### config.mk
export PLATFORM = sky130hd
export DESIGN_NAME = mvm_scheduler
export DESIGN_NICKNAME = d
export VERILOG_FILES = /design/src/rtl/mvm_pkg.sv /design/src/rtl/mvm_addr_gen.sv /design/src/rtl/mvm_scheduler.sv
export SDC_FILE = /design/constraint.sdc
export NUM_CORES = 1
export LEC_CHECK = 0
export ABC_AREA = 1
export CAP_MARGIN = 0
export CORE_MARGIN = 3
export CORE_UTILIZATION = 53
export DETAILED_ROUTE_END_ITERATION = 16
export PLACE_DENSITY = 0.82
export SKIP_LAST_GASP = 1
export SYNTH_ARGS = -nofsm -noshare
export SYNTH_HDL_FRONTEND = slang
export SYNTH_SLANG_ARGS = --single-unit
export TNS_END_PERCENT = 5
### constraint.sdc
create_clock -name clk -period 3.1 [get_ports clk]
set_input_delay 0.62 -clock clk [delete_from_list [all_inputs] [get_ports clk]]
set_output_delay 0.62 -clock clk [all_outputs]
set_load 0.02 [all_outputs]
### src/rtl/mvm_pkg.sv
// Shared definitions for the matrix-vector multiply scheduler: state
// encodings, default geometry and address-width helper.
package mvm_pkg;

  localparam int DEF_M       = 3;
  localparam int DEF_N       = 3;
  localparam int DEF_MAC_LAT = 3;

  // Scheduler states, kept as plain constants so older code can compare them.
  typedef logic [2:0] sched_state_t;

  localparam sched_state_t ST_IDLE      = 3'd0;
  localparam sched_state_t ST_ISSUE     = 3'd1;
  localparam sched_state_t ST_WAIT      = 3'd2;
  localparam sched_state_t ST_WRITE     = 3'd3;
  localparam sched_state_t ST_DRAIN_RD  = 3'd4;
  localparam sched_state_t ST_DRAIN_OUT = 3'd5;

  // Address width for a memory of the given depth; never below one bit so a
  // degenerate 1-deep memory still gets a legal port.
  function automatic int addr_width(input int depth);
    if (depth > 1) begin
      return $clog2(depth);
    end else begin
      return 1;
    end
  endfunction

endpackage

### src/rtl/mvm_addr_gen.sv
// Row/column counters for the MAC schedule and the registered A/x read
// addresses derived from them (addr_a = r*N + k, addr_x = k).
module mvm_addr_gen
  import mvm_pkg::*;
#(
  parameter int M    = DEF_M,
  parameter int N    = DEF_N,
  parameter int AW_A = addr_width(M * N),
  parameter int AW_X = addr_width(N),
  parameter int AW_Y = addr_width(M)
) (
  input  logic            clk,
  input  logic            reset,
  input  logic            clr_i,       // restart both counters at row 0, column 0
  input  logic            k_inc_i,     // step to the next column of the current row
  input  logic            row_next_i,  // step to the next row, column back to 0
  output logic [AW_Y-1:0] r_o,
  output logic            r_last_o,
  output logic            k_last_o,
  output logic [AW_A-1:0] addr_a_o,
  output logic [AW_X-1:0] addr_x_o
);

  logic [AW_Y-1:0] r_q, r_d;
  logic [AW_X-1:0] k_q, k_d;
  logic [AW_A-1:0] addr_a_q, addr_a_d;
  logic [AW_X-1:0] addr_x_q, addr_x_d;

  assign r_o      = r_q;
  assign r_last_o = (r_q == AW_Y'(M - 1));
  assign k_last_o = (k_q == AW_X'(N - 1));
  assign addr_a_o = addr_a_q;
  assign addr_x_o = addr_x_q;

  // Next counter values; both counters saturate at their last index.
  always_comb begin
    r_d = r_q;
    k_d = k_q;
    if (clr_i) begin
      r_d = '0;
      k_d = '0;
    end else if (row_next_i) begin
      if (r_q != AW_Y'(M - 1)) begin
        r_d = r_q + AW_Y'(1);
      end else begin
        r_d = r_q;
      end
      k_d = '0;
    end else if (k_inc_i) begin
      if (k_q != AW_X'(N - 1)) begin
        k_d = k_q + AW_X'(1);
      end else begin
        k_d = k_q;
      end
    end else begin
      r_d = r_q;
      k_d = k_q;
    end
    // Addresses follow the next counter values so they are valid in the
    // same cycle the counters are.
    addr_a_d = AW_A'(r_d) * AW_A'(N) + AW_A'(k_d);
    addr_x_d = k_d;
  end

  // Counter and address registers.
  always_ff @(posedge clk) begin
    if (reset) begin
      r_q      <= '0;
      k_q      <= '0;
      addr_a_q <= '0;
      addr_x_q <= '0;
    end else begin
      r_q      <= r_d;
      k_q      <= k_d;
      addr_a_q <= addr_a_d;
      addr_x_q <= addr_x_d;
    end
  end

endmodule

### src/rtl/mvm_scheduler.sv
// Sequencer for y = A*x: issues A/x reads row by row into a shared MAC,
// waits out the MAC latency, writes each row result into y with its
// overflow flag, then drains y through a valid/ready port.
module mvm_scheduler
  import mvm_pkg::*;
#(
  parameter int M       = DEF_M,
  parameter int N       = DEF_N,
  parameter int MAC_LAT = DEF_MAC_LAT,
  parameter int AW_A    = addr_width(M * N),
  parameter int AW_X    = addr_width(N),
  parameter int AW_Y    = addr_width(M)
) (
  input  logic            clk,
  input  logic            reset,
  input  logic            start,
  output logic            busy,
  output logic            done,
  output logic [AW_A-1:0] addr_a,
  output logic [AW_X-1:0] addr_x,
  output logic            mac_valid_in,
  output logic            mac_clear,
  input  logic            mac_ovf,
  output logic            wr_en_y,
  output logic [AW_Y-1:0] addr_y,
  output logic            m_valid,
  input  logic            m_ready,
  output logic            y_ovf
);

  // WAIT loads MAC_LAT and leaves when the counter reads zero: MAC_LAT+1 cycles.
  localparam int WCW = addr_width(MAC_LAT + 1);

  sched_state_t    state_q, state_d;
  logic [WCW-1:0]  wait_cnt_q, wait_cnt_d;
  logic [M-1:0]    ovf_vec_q, ovf_vec_d;
  logic [AW_Y-1:0] addr_y_q, addr_y_d;
  logic            done_d;
  logic            busy_q, done_q, mac_valid_in_q, mac_clear_q, wr_en_y_q;

  logic            cnt_clr_s;
  logic            k_inc_s;
  logic            row_next_s;
  logic [AW_Y-1:0] r_s;
  logic            r_last_s;
  logic            k_last_s;

  mvm_addr_gen #(
    .M    (M),
    .N    (N),
    .AW_A (AW_A),
    .AW_X (AW_X),
    .AW_Y (AW_Y)
  ) u_addr_gen (
    .clk        (clk),
    .reset      (reset),
    .clr_i      (cnt_clr_s),
    .k_inc_i    (k_inc_s),
    .row_next_i (row_next_s),
    .r_o        (r_s),
    .r_last_o   (r_last_s),
    .k_last_o   (k_last_s),
    .addr_a_o   (addr_a),
    .addr_x_o   (addr_x)
  );

  // Next-state, counter controls, overflow capture and y addressing.
  always_comb begin
    state_d    = state_q;
    wait_cnt_d = wait_cnt_q;
    ovf_vec_d  = ovf_vec_q;
    addr_y_d   = addr_y_q;
    done_d     = 1'b0;
    cnt_clr_s  = 1'b0;
    k_inc_s    = 1'b0;
    row_next_s = 1'b0;
    case (state_q)
      ST_IDLE: begin
        if (start) begin
          state_d   = ST_ISSUE;
          cnt_clr_s = 1'b1;
          ovf_vec_d = '0;
          addr_y_d  = '0;
        end else begin
          state_d = ST_IDLE;
        end
      end
      ST_ISSUE: begin
        if (k_last_s) begin
          state_d    = ST_WAIT;
          wait_cnt_d = WCW'(MAC_LAT);
        end else begin
          k_inc_s = 1'b1;
        end
      end
      ST_WAIT: begin
        if (wait_cnt_q == '0) begin
          state_d  = ST_WRITE;
          addr_y_d = r_s;
        end else begin
          wait_cnt_d = wait_cnt_q - WCW'(1);
        end
      end
      ST_WRITE: begin
        ovf_vec_d[r_s] = mac_ovf;
        if (r_last_s) begin
          state_d  = ST_DRAIN_RD;
          addr_y_d = '0;
        end else begin
          state_d    = ST_ISSUE;
          row_next_s = 1'b1;
        end
      end
      ST_DRAIN_RD: begin
        state_d = ST_DRAIN_OUT;
      end
      ST_DRAIN_OUT: begin
        if (m_ready) begin
          if (addr_y_q == AW_Y'(M - 1)) begin
            state_d = ST_IDLE;
            done_d  = 1'b1;
          end else begin
            state_d  = ST_DRAIN_RD;
            addr_y_d = addr_y_q + AW_Y'(1);
          end
        end else begin
          state_d = ST_DRAIN_OUT;
        end
      end
      default: begin
        state_d = ST_IDLE;
      end
    endcase
  end

  // State and registered strobes; strobes are decoded from the next state so
  // they are asserted during the state they belong to.
  always_ff @(posedge clk) begin
    if (reset) begin
      state_q        <= ST_IDLE;
      wait_cnt_q     <= '0;
      ovf_vec_q      <= '0;
      addr_y_q       <= '0;
      busy_q         <= 1'b0;
      done_q         <= 1'b0;
      mac_valid_in_q <= 1'b0;
      mac_clear_q    <= 1'b0;
      wr_en_y_q      <= 1'b0;
    end else begin
      state_q        <= state_d;
      wait_cnt_q     <= wait_cnt_d;
      ovf_vec_q      <= ovf_vec_d;
      addr_y_q       <= addr_y_d;
      busy_q         <= (state_d != ST_IDLE);
      done_q         <= done_d;
      // One cycle behind ISSUE to line up with the registered A/x read data.
      mac_valid_in_q <= (state_q == ST_ISSUE);
      mac_clear_q    <= (state_d == ST_WRITE);
      wr_en_y_q      <= (state_d == ST_WRITE);
    end
  end

  // Output handshake decode: valid only while presenting a word.
  always_comb begin
    if (state_q == ST_DRAIN_OUT) begin
      m_valid = 1'b1;
      y_ovf   = ovf_vec_q[addr_y_q];
    end else begin
      m_valid = 1'b0;
      y_ovf   = 1'b0;
    end
  end

  assign busy         = busy_q;
  assign done         = done_q;
  assign mac_valid_in = mac_valid_in_q;
  assign mac_clear    = mac_clear_q;
  assign wr_en_y      = wr_en_y_q;
  assign addr_y       = addr_y_q;

endmodule

==> results <==
- The total power is 625 µW.
- The total overflow left after global routing is 0.
- Detailed routing placed a total of 83 µm of wire on met3.
- For the worst-skew pair, the clock arrives at the later sink with an insertion delay of 0.32 ns.
- STA puts the critical path data required time at 3.34 ns.
- The worst path in the final design needs a cycle of 2.71 ns, including I/O delays and setup.
- For this configuration, the core starts out at a cell density of 0.573.
- The total setup buffers inserted after CTS is 0.
- The capturing element type of the critical path is a flip-flop.
- Counting instances, the worst hold path has a depth of 2.
- The met1 layer wirelength in the final routing is 1120 µm.
- The standby leakage power is 0.685 nW.
- The number of distinct library cells after synthesis is 28.
- For the final routed database, the setup TNS stands at 0 ns.
- The buffer type at the clock tree root is clkbuf_4.
- The number of search-and-repair iterations in the first detailed-routing pass is 4.
- Setup repair after global routing left no endpoint under its margin.
- The number of sinks on the clock net is 22.
- For the worst setup path, the data arrival time is 2.95 ns.
- Counting every net in the synthesized netlist gives 190.
- The number of port buffers is 19.
- The clock transition time at the flip-flop clock pins of the worst setup and hold paths is 0.14 ns.
- The repair_antennas step left the layout with diodes totalling 0.
- After clock tree synthesis, the repair step resized 0 gates.
- The pin count of the biggest net entering global routing is 20.
- The number of routed nets with antenna violations is 0.
- The post-detailed-placement half-perimeter wirelength is 2060 µm.
- The maximum count of clock buffers along a single path is 2.
- Row generation in the floorplan step produced 17 rows.
- The detail-routed via count per cell is 5.19.
- In the final layout, the share of cells above drive strength 1 is 0.135.
- The length of routed met2 wiring is 1280 µm.
- From left edge to right edge, the die measures 55.6 µm.
- The critical path class is flip-flop to flip-flop.
- The flop-to-flop setup slack is 0.39 ns.
- Power spread over the standard cell area amounts to 402 nW/µm².
- The endpoint identified for the worst register-to-register timing path is u_addr_gen.addr_a_o[2].
- TritonCTS built the clock tree.
- Hold is met by 0.469 ns.
- The congestion estimate from routability-driven global placement came to 0.822.
- The via total after detailed routing is 1,147.
- The number of cells on the worst reg-to-reg path is 11.
- The die is 55.6 µm tall.
- In this run the standard cell core region covers 2280 µm².
- In this run, synthesis produced a sequential element count of 22.
- For this run, design rule violations remaining after detail routing come to 0.
- The hold violation total from the final report is 0.
- Setup violations remaining at the end of the flow were counted as 0.
- The average detailed-routed wire length per instance is 11.5 µm.
- Synthesis produced a netlist whose cell count is 173.
- The overall fraction of global-route tracks in use is 0.193.
- The share of synthesized area occupied by flip-flops and latches is 0.337.
- The startpoint of the lowest-slack hold path is ovf_vec_q[0].
- For this run, the number of Yosys warnings is 0.
- At the pin with the least slew margin, the transition time is 0.667 ns.
- The number of antenna violations at the first check in global routing is 0.
- In this run the count of I/O pins placed on the die edge is 20.
- The number of pins exceeding their max-slew limit in the final report is 0.
- The number of global-route vias before repair is 1,175.
- The relative slew slack is 0.554.
- In this run the worst path has a maximum fanout of 8.
- From synthesis to final layout, the design area changed by 19.2%.
- The first global-routing pass estimated 4900 µm of wire.
- The terminating pin of the worst hold path is ovf_vec_q[0].
- The share of the clock period used by the worst path is 0.875.
- The top layer used by detailed routing is met4.
- Between clock sinks in the finished design, the worst skew comes to 0.0162 ns.
- Summing every instance area after synthesis gives 1310 µm².
- The min-delay analysis places its worst path in the category flip-flop to flip-flop.
- The max-cap check violation count is 0.
- Counting the buffers created by CTS gives 3.
- For this block, the initial DRC count from the detailed router was 9.
- The die covers 3090 µm².
- The number of hold buffers added after CTS was 0.
- The count of filler cells inserted in the layout is 209.
- The worst-case IR drop observed on VDD is 0.259 mV.
- Dividing the synthesized area by the synthesized cell count gives 7.54 µm².
- Derived from the worst setup path, the maximum achievable clock frequency is 0.369 GHz.
- The final routed wirelength across all metal layers is 2530 µm.
- The startpoint of the worst register-to-register path is state_q[1].
- The flow ran to the end, and the final reports show no timing, DRC or antenna violations.
- The final layout contains 211 nets.
- The deepest level of the CTS H-tree is 1.
- The startpoint type of the worst setup path is a flip-flop.
-- sequential cells by signal, indices dropped and copies added, names as in the netlist --
signal,flops
addr_y,2
u_addr_gen.k_q,2
busy,1
u_addr_gen.r_o,2
ovf_vec_q,3
state_q,3
done,1
wait_cnt_q,2
wr_en_y,1
mac_valid_in,1
u_addr_gen.addr_a_o,4
-- power breakdown --
part	internal, mW	switching, mW
sequential	0.293	0.00867
combinational	0.0414	0.0587
clock	0.131	0.0921
-- layout by cell type, fill, tap and decap left out, types with 2 or more instances in the layout --
master / n
nand2_1: 26
inv_1: 24
nor2_1: 23
dfxtp_1: 22
clkdlybuf4s50_1: 19
nand3_1: 14
ha_1: 10
a21oi_1: 8
o21ai_0: 6
nor3_1: 5
nand2_2: 5
nand2_4: 3
nand3_2: 3
clkbuf_4: 3
buf_4: 3
inv_2: 2
nor2_2: 2
nor2_4: 2
nor4_1: 2
o21ai_1: 2
fa_1: 2
-- cell usage after synthesis, drive strengths merged --
cell,n,share of area
a21oi,8,0.031
a31oi,1,0.0048
buf,5,0.035
clkbuf,1,0.0029
clkinv,1,0.0029
dfxtp,22,0.34
fa,2,0.031
ha,10,0.096
inv,27,0.080
nand2,34,0.12
nand3,17,0.077
nand3b,1,0.0058
nand4,1,0.0048
nor2,28,0.11
nor3,5,0.019
nor4,2,0.0096
o21ai,8,0.031
-- per-stage QoR --
stage / utilization / setup WS, ns / instance area, µm² / cells
after CTS: 0.683 / 0.366 / 1560 / 221
after detailed placement: 0.660 / 0.0934 / 1500 / 217
after global routing: 0.683 / 0.181 / 1560 / 221
after floorplan: - / 0.593 / 1310 / 173
after global placement: 0.660 / 0.134 / 1500 / 217
final: 0.683 / 0.388 / 1560 / 221
-- worst max-delay path by stage --
stage / cells after the start / end / slack (ns) / from
floorplan: 12 / u_addr_gen.addr_a_o[2] / 0.59 / u_addr_gen.r_o[0]
global placement: 9 / u_addr_gen.addr_a_o[2] / 0.13 / start
detailed placement: 9 / u_addr_gen.addr_a_o[2] / 0.09 / start
CTS: 11 / u_addr_gen.addr_a_o[2] / 0.37 / state_q[1]
global route: 11 / u_addr_gen.addr_a_o[2] / 0.18 / state_q[1]
finish: 11 / u_addr_gen.addr_a_o[2] / 0.39 / state_q[1]
-- metal layers --
| layer | track usage | up-vias |
|---|---|---|
| met3 | 0.0209 | 6 |
| met5 | 0 | - |
| li1 | - | 583 |
| met1 | 0.240 | 532 |
| met2 | 0.341 | 26 |
| met4 | 0.0694 | 0 |
-- cells by family (layout without fill, tap and decap cells) --
group | Yosys count | after routing | synth area share
AND/OR/NAND/NOR | 88 | 88 | 0.349
buffers and inverters | 34 | 54 | 0.121
flip-flops | 22 | 22 | 0.337
AO/OA/AOI/OAI | 17 | 17 | 0.0662
adder cells (fa/ha/maj) | 12 | 12 | 0.127
-- critical path, stage by stage, from the launching register on --
cell and delay (ns):
dfxtp_1 0.64, nand2_4 0.11, nor2_8 0.14, nand2_4 0.08, clkinv_1 0.06, nor2_1 0.05, nor3_1 0.27, fa_1 0.48
ha_1 0.22, fa_1 0.47, inv_1 0.04, nor2_1 0.07
-- final cells by class --
| class | count | area, µm² | area share |
|---|---|---|---|
| clock buffer | 3 | 22.5 | 0.0145 |
| clock inverter | 1 | 30.0 | 0.0193 |
| multi-input combinational | 117 | 707 | 0.455 |
| timing repair buffer | 22 | 213 | 0.137 |
| sequential | 22 | 440 | 0.283 |
| tap | 28 | 35.0 | 0.0225 |
| inverter | 28 | 108 | 0.0692 |
Power figures use the tool's default switching activity.
